`src/rtl/ex_md_pkg.sv`:
```
// Shared definitions for the EX-stage multiply/divide unit: funct codes,
// FSM state encoding and small decode helpers.
package ex_md_pkg;

    localparam logic [5:0] FUNCT_MFHI  = 6'h10;
    localparam logic [5:0] FUNCT_MTHI  = 6'h11;
    localparam logic [5:0] FUNCT_MFLO  = 6'h12;
    localparam logic [5:0] FUNCT_MTLO  = 6'h13;
    localparam logic [5:0] FUNCT_MULT  = 6'h18;
    localparam logic [5:0] FUNCT_MULTU = 6'h19;
    localparam logic [5:0] FUNCT_DIV   = 6'h1a;
    localparam logic [5:0] FUNCT_DIVU  = 6'h1b;

    localparam logic [1:0] MD_IDLE = 2'd0;
    localparam logic [1:0] MD_RUN  = 2'd1;
    localparam logic [1:0] MD_DONE = 2'd2;

    typedef enum logic [1:0] {
        ST_IDLE = MD_IDLE,
        ST_RUN  = MD_RUN,
        ST_DONE = MD_DONE
    } md_state_e;

    function automatic logic is_md_funct(input logic [5:0] f);
        return (f == FUNCT_MULT) || (f == FUNCT_MULTU) ||
               (f == FUNCT_DIV)  || (f == FUNCT_DIVU);
    endfunction

    function automatic logic md_is_div(input logic [5:0] f);
        return (f == FUNCT_DIV) || (f == FUNCT_DIVU);
    endfunction

    function automatic logic md_is_signed(input logic [5:0] f);
        return (f == FUNCT_MULT) || (f == FUNCT_DIV);
    endfunction

endpackage

```
`src/rtl/ex_md_unit_md_iter_core.sv`:
```
// Radix-2 iterative datapath: shift-add multiply and restoring shift-subtract
// divide on operand magnitudes, with sign fix-up applied on the way out.
module md_iter_core #(
    parameter int DATA_W = 32
) (
    input  logic              clk,
    input  logic              rst,
    input  logic              load_i,
    input  logic              step_i,
    input  logic              is_div_i,
    input  logic              is_signed_i,
    input  logic [DATA_W-1:0] op_a_i,
    input  logic [DATA_W-1:0] op_b_i,
    output logic [DATA_W-1:0] hi_o,
    output logic [DATA_W-1:0] lo_o
);

    localparam int W = DATA_W;

    // acc holds {product-high, multiplier} for MULT and {remainder, quotient} for DIV
    logic [2*W-1:0] acc_q, acc_d;
    logic [W-1:0]   opb_q, opb_d;
    logic [W-1:0]   a_raw_q, a_raw_d;
    logic           is_div_q, is_div_d;
    logic           neg_lo_q, neg_lo_d;
    logic           neg_hi_q, neg_hi_d;
    logic           div0_q, div0_d;

    logic           a_neg, b_neg;
    logic [W:0]     add_sum;
    logic [W:0]     r_shift;
    logic [W:0]     r_diff;
    logic [2*W-1:0] prod;
    logic [W-1:0]   quo, rem;

    function automatic logic [W-1:0] mag(input logic [W-1:0] x, input logic neg);
        return neg ? -x : x;
    endfunction

    assign a_neg   = is_signed_i & op_a_i[W-1];
    assign b_neg   = is_signed_i & op_b_i[W-1];
    assign add_sum = {1'b0, acc_q[2*W-1:W]} + (acc_q[0] ? {1'b0, opb_q} : '0);
    assign r_shift = acc_q[2*W-1:W-1];
    assign r_diff  = r_shift - {1'b0, opb_q};

    always_comb begin
        acc_d    = acc_q;
        opb_d    = opb_q;
        a_raw_d  = a_raw_q;
        is_div_d = is_div_q;
        neg_lo_d = neg_lo_q;
        neg_hi_d = neg_hi_q;
        div0_d   = div0_q;
        if (load_i) begin
            acc_d    = {{W{1'b0}}, mag(op_a_i, a_neg)};
            opb_d    = mag(op_b_i, b_neg);
            a_raw_d  = op_a_i;
            is_div_d = is_div_i;
            neg_lo_d = a_neg ^ b_neg;
            neg_hi_d = is_div_i ? a_neg : (a_neg ^ b_neg);
            div0_d   = is_div_i && (op_b_i == '0);
        end else if (step_i) begin
            if (is_div_q) begin
                if (!r_diff[W]) begin
                    acc_d = {r_diff[W-1:0], acc_q[W-2:0], 1'b1};
                end else begin
                    acc_d = {r_shift[W-1:0], acc_q[W-2:0], 1'b0};
                end
            end else begin
                acc_d = {add_sum, acc_q[W-1:1]};
            end
        end
    end

    // Results track acc_d so the owner can capture them on the final step edge
    always_comb begin
        prod = neg_lo_q ? -acc_d : acc_d;
        quo  = neg_lo_q ? -acc_d[W-1:0] : acc_d[W-1:0];
        rem  = neg_hi_q ? -acc_d[2*W-1:W] : acc_d[2*W-1:W];
        if (!is_div_q) begin
            hi_o = prod[2*W-1:W];
            lo_o = prod[W-1:0];
        end else if (div0_q) begin
            hi_o = a_raw_q;
            lo_o = '1;
        end else begin
            hi_o = rem;
            lo_o = quo;
        end
    end

    always_ff @(posedge clk) begin
        if (rst) begin
            acc_q    <= '0;
            opb_q    <= '0;
            a_raw_q  <= '0;
            is_div_q <= 1'b0;
            neg_lo_q <= 1'b0;
            neg_hi_q <= 1'b0;
            div0_q   <= 1'b0;
        end else begin
            acc_q    <= acc_d;
            opb_q    <= opb_d;
            a_raw_q  <= a_raw_d;
            is_div_q <= is_div_d;
            neg_lo_q <= neg_lo_d;
            neg_hi_q <= neg_hi_d;
            div0_q   <= div0_d;
        end
    end

endmodule

```
`src/rtl/ex_md_unit.sv`:
```
// EX-stage HI/LO unit: decodes MULT*/DIV*/MFHI/MFLO/MTHI/MTLO, owns HI/LO and
// sequences the iterative core through IDLE -> RUN -> DONE, stalling the pipe.
module ex_md_unit
    import ex_md_pkg::*;
#(
    parameter int DATA_W = 32,
    parameter int CNT_W  = $clog2(DATA_W) + 1
) (
    input  logic              clk,
    input  logic              rst,
    input  logic [5:0]        funct,
    input  logic              op_valid,
    input  logic [DATA_W-1:0] operand_1,
    input  logic [DATA_W-1:0] operand_2,
    input  logic              flush,
    output logic              stall_req,
    output logic [DATA_W-1:0] result,
    output logic              done,
    output logic [DATA_W-1:0] hi_out,
    output logic [DATA_W-1:0] lo_out,
    output md_state_e         state_o
);

    localparam logic [CNT_W-1:0] LAST_STEP = CNT_W'(DATA_W - 1);

    md_state_e         state_q, state_d;
    logic [CNT_W-1:0]  cnt_q, cnt_d;
    logic [DATA_W-1:0] hi_q, hi_d;
    logic [DATA_W-1:0] lo_q, lo_d;

    logic              stall_c, done_c;
    logic [DATA_W-1:0] result_c;
    logic              core_load, core_step;
    logic [DATA_W-1:0] core_hi, core_lo;

    md_iter_core #(
        .DATA_W (DATA_W)
    ) u_core (
        .clk         (clk),
        .rst         (rst),
        .load_i      (core_load),
        .step_i      (core_step),
        .is_div_i    (md_is_div(funct)),
        .is_signed_i (md_is_signed(funct)),
        .op_a_i      (operand_1),
        .op_b_i      (operand_2),
        .hi_o        (core_hi),
        .lo_o        (core_lo)
    );

    always_comb begin
        state_d   = state_q;
        cnt_d     = cnt_q;
        hi_d      = hi_q;
        lo_d      = lo_q;
        stall_c   = 1'b0;
        done_c    = 1'b0;
        result_c  = '0;
        core_load = 1'b0;
        core_step = 1'b0;
        unique case (state_q)
            ST_IDLE: begin
                if (op_valid) begin
                    if (is_md_funct(funct)) begin
                        core_load = 1'b1;
                        stall_c   = 1'b1;
                        cnt_d     = '0;
                        state_d   = ST_RUN;
                    end else begin
                        case (funct)
                            FUNCT_MTHI: hi_d = operand_1;
                            FUNCT_MTLO: lo_d = operand_1;
                            FUNCT_MFHI: result_c = hi_q;
                            FUNCT_MFLO: result_c = lo_q;
                            default:    ;
                        endcase
                    end
                end
            end
            ST_RUN: begin
                stall_c   = 1'b1;
                core_step = 1'b1;
                cnt_d     = cnt_q + 1'b1;
                if (cnt_q == LAST_STEP) begin
                    hi_d    = core_hi;
                    lo_d    = core_lo;
                    state_d = ST_DONE;
                end
            end
            ST_DONE: begin
                // The stalled instruction retires here; it must not restart
                done_c  = 1'b1;
                state_d = ST_IDLE;
            end
            default: state_d = ST_IDLE;
        endcase

        if (flush) begin
            state_d   = ST_IDLE;
            cnt_d     = '0;
            hi_d      = hi_q;
            lo_d      = lo_q;
            stall_c   = 1'b0;
            done_c    = 1'b0;
            result_c  = '0;
            core_load = 1'b0;
            core_step = 1'b0;
        end

        if (rst) begin
            stall_c  = 1'b0;
            done_c   = 1'b0;
            result_c = '0;
        end
    end

    always_ff @(posedge clk) begin
        if (rst) begin
            state_q <= ST_IDLE;
            cnt_q   <= '0;
            hi_q    <= '0;
            lo_q    <= '0;
        end else begin
            state_q <= state_d;
            cnt_q   <= cnt_d;
            hi_q    <= hi_d;
            lo_q    <= lo_d;
        end
    end

    assign stall_req = stall_c;
    assign done      = done_c;
    assign result    = result_c;
    assign hi_out    = rst ? '0 : hi_q;
    assign lo_out    = rst ? '0 : lo_q;
    assign state_o   = state_q;

endmodule
```
`config.mk`:
```
export PLATFORM = sky130hd
export DESIGN_NAME = ex_md_unit
export DESIGN_NICKNAME = d
export VERILOG_FILES = /design/src/rtl/ex_md_pkg.sv /design/src/rtl/ex_md_unit_md_iter_core.sv /design/src/rtl/ex_md_unit.sv
export SDC_FILE = /design/constraint.sdc
export NUM_CORES = 1
export LEC_CHECK = 0
export BUFFER_PORTS_ARGS = -buffer_cell sky130_fd_sc_hd__buf_2
export CORE_MARGIN = 2
export CORE_UTILIZATION = 25
export CTS_CLUSTER_SIZE = 14
export DETAILED_ROUTE_END_ITERATION = 12
export PLACE_DENSITY_LB_ADDON = 0.12
export SYNTH_ARGS = -nofsm -noshare
export SYNTH_HDL_FRONTEND = slang
export SYNTH_SLANG_ARGS = --single-unit
```
`constraint.sdc`:
```
create_clock -name clk -period 6.9 [get_ports clk]
set_input_delay 1.035 -clock clk [delete_from_list [all_inputs] [get_ports clk]]
set_output_delay 1.035 -clock clk [all_outputs]
set_load 0.1 [all_outputs]
```
==> flow_summary.toml <==
[run_status]
run_status = "complete, no violations"

[critical_path]
start_kind = "flop"
crit_path_end_kind = "flop"
startpoint = "u_core.acc_q[31]"
cp_max_fo = 20
r2r-end = "hi_q[30]"
critPathRequiredTime_ns = 7.41
rr_worst_depth = 21
criticalPathCategory = "reg -> reg"
path_cells = "inv_1, ha_1, fa_1, nand2b_1, a21oi_1, o21ai_2, a2111oi_4, o21a_2, nor2_2, o211ai_1, a211o_1, ha_1, inv_1, or4_4, and4b_1, nand4_1, buf_4, or3_4, o31ai_2, mux2i_1, nor3_2"
timing.rr.start = "u_core.acc_q[31]"
crit_slowest_cell = "a2111oi_4"
critPathCapture = "hi_q[30]"
critPathMaxStageDelay_ns = 0.55
rrSetupSlack_ns = 0.69
arrival_ns = 6.72

[timing]
worstMarginPinSlew_ns = 1.135
finalCritPeriodShare_pct = 89.99
fin_setup_tns_ns = 0
layout_setup_ws_ns = 0.6909
setup-violations-final = 0
fmax_mhz = 161.1
min_period_ns = 6.209
hold_violations = 0
drv_slew = 0
fin_skew_ns = 0.04886
rsz0062_at_grt = "false"
slew_headroom_pct = 24.33

[routing]
wl_per_cell_um = 25.23
avgViaCountPerCell = 5.683
drc = 0
num_vias = 20550
drt-initial-drc-count = 1824
wl_um = 91260
ant_nets = 0
drt_pre_antenna_iters = 7

[logic_synthesis]
yosysWarnings = 0
async_reset_ff_share_pct = 0
syn_avg_cell_area_um2 = 7.345
yosys_register_bits = 204
synth_area_um2 = 18810
yosysUniqueCellTypes = 114
synth_edf_count = 0
yosysSeqAreaShare_pct = 21.71
syn_inst = 2561
syn_nets = 2706
synth_flop_cell = "dfxtp_1"

[pwr]
cellPowerDensity_nw_per_um2 = 153.9
pwr-share-clk_pct = 47.9
p_seq_share_pct = 36.0
power_uw = 3322
max-vdd-ir-drop_mv = 0.2254
p_leak_uw = 0.008063
intPower_uw = 2276
p_sw_share_pct = 31.49
p_sw_uw = 1046
p_comb_share_pct = 16.1

[clocking]
ctsRootBufferMaster = "clkbuf_16"
cts_tree = "built"
htreeDepth = 1
cts_buffer_depth = 3
clkLatencyLatePin_ns = 0.63
postCtsSetupBuffers = 0
clock_sinks = 204
clk_pin_slew_ns = 0.06
cts-buffers-inserted = 30
cts-resized-gates = 0
hold_buffers = 0

[floorplan]
die_area_um2 = 77450
die_width_um = 278.3
dieHeight_um = 278.3
start_util_pct = 25.27
core-area_um2 = 74450
core.rowCount = 100
ios = 174

[worst_hold_path]
hp-class = "reg -> reg"

[global_route]
grt_overflow = 0
grt_pass1_wl_um = 134600
grt_pass1_vias = 19890
grt_max_degree = 124
antenna_found_initial = 0
track_usage_pct = 22.79

[final_layout]
stdcell_area_um2 = 21590
fin_nets = 2767
layout_commonest_cell = "nand2_1"
multiInputGateArea_um2 = 13760
drive_gt1_share_pct = 14.36
regArea_um2 = 4089
final_cell_mix = "nand2_1 (280), nor2_1 (247), a21oi_1 (214)"
area_growth_pct = 14.79
n_fill_cell = 8121

[placed_design]
postPlaceCellArea_um2 = 20590
dp_hpwl_um = 69260
gp_congestion = 0.8895
pre_cts_slack_ns = 0.7059
io_buffers = 173

[flow_run]
maxCapViolCount = 0
==> power groups by stage <==
stage / Clock (µW) / Sequential (µW) / Combinational, µW
2_1_floorplan: 0 / 1220 / 334
3_3_place_gp: 0 / 1220 / 527
3_5_place_dp: 0 / 1220 / 525
4_1_cts: 1630 / 1200 / 527
5_1_grt: 1680 / 1200 / 570
6_report: 1590 / 1200 / 535
==> registers in the layout, summed over array words and instances, names as in the netlist, 2 cells and up <==
register and count:
cnt_q 6, hi_q 32, lo_q 32, state_o 2, u_core.a_raw_q 32, u_core.acc_q 64
u_core.opb_q 32
==> kinds of logic (layout without fill, tap and decap cells) <==
logic type,Yosys count,after routing,share of synthesized area [%]
flip-flops,204,204,21.71
other,0,2,0
multiplexers,46,46,2.541
XOR/XNOR,184,184,8.568
AO/OA/AOI/OAI,841,841,31.51
buffers and inverters,260,345,5.515
adder cells (fa/ha/maj),71,71,4.803
AND/OR/NAND/NOR,955,955,25.35
==> cell usage after synthesis (64+ instances only) <==
library cell	number	area share, %
xnor2_1	96	4.5
nand2_1	280	5.6
a21oi_1	214	5.7
nor2_1	249	5.0
dfxtp_1	204	22
clkbuf_1	149	3.0
a211oi_1	64	2.6
nor2b_1	80	2.7
ha_1	69	4.6
o21ai_0	126	3.4
xor2_1	88	4.1
==> worst max-delay path: cells and delay by family (launching register included) <==
family          cells  cell delay, ns
compound gates      7            2.39
simple gates        7            1.91
fa+ha+maj           3            0.83
buf+inv             3            0.39
flops               1            0.35
mux                 1            0.25
==> worst min path at each step <==
stage,from,endpoint,slack [ns],depth (start not counted)
2_1_floorplan,u_core.a_raw_q[3],u_core.a_raw_q[3],0.43,2
3_5_place_dp,u_core.a_raw_q[23],u_core.a_raw_q[23],0.44,2
4_1_cts,u_core.a_raw_q[23],u_core.a_raw_q[23],0.45,2
5_1_grt,u_core.a_raw_q[13],u_core.a_raw_q[13],0.46,2
3_3_place_gp,u_core.a_raw_q[23],u_core.a_raw_q[23],0.44,2
6_report,u_core.a_raw_q[23],u_core.a_raw_q[23],0.45,2
==> layout make-up <==
class                           count  share of cell area (%)
Multi-Input combinational cell   2097                   63.72
Timing Repair Buffer              225                   5.974
Inverter                           64                   1.113
Tap cell                          969                   5.615
Clock inverter                      6                  0.3709
Sequential cell                   204                   18.94
Clock buffer                       50                   4.242
Antenna cell                        2                 0.02318
==> metrics by stage <==
step                      hold slack, ns  std cells  utilization, %
final                             0.4468       3617           29.00
after global routing              0.4631       3615           29.00
after CTS                         0.4496       3615           29.00
after detailed placement          0.4420       3559           27.66
after global placement            0.4388       3559           27.66
after floorplan                   0.4267       2561               -
==> routing by layer <==
| metal | vias to the layer above | track usage (%) | wire [µm] |
|---|---|---|---|
| met1 | 10250 | 30.71 | 41550 |
| met2 | 615 | 38.30 | 42950 |
| met4 | 0 | 7.124 | 2884 |
| li1 | 9555 | - | - |
| met3 | 132 | 2.099 | 3879 |
| met5 | - | 0 | 0 |
No activity file was read; power rests on OpenSTA's default activity.
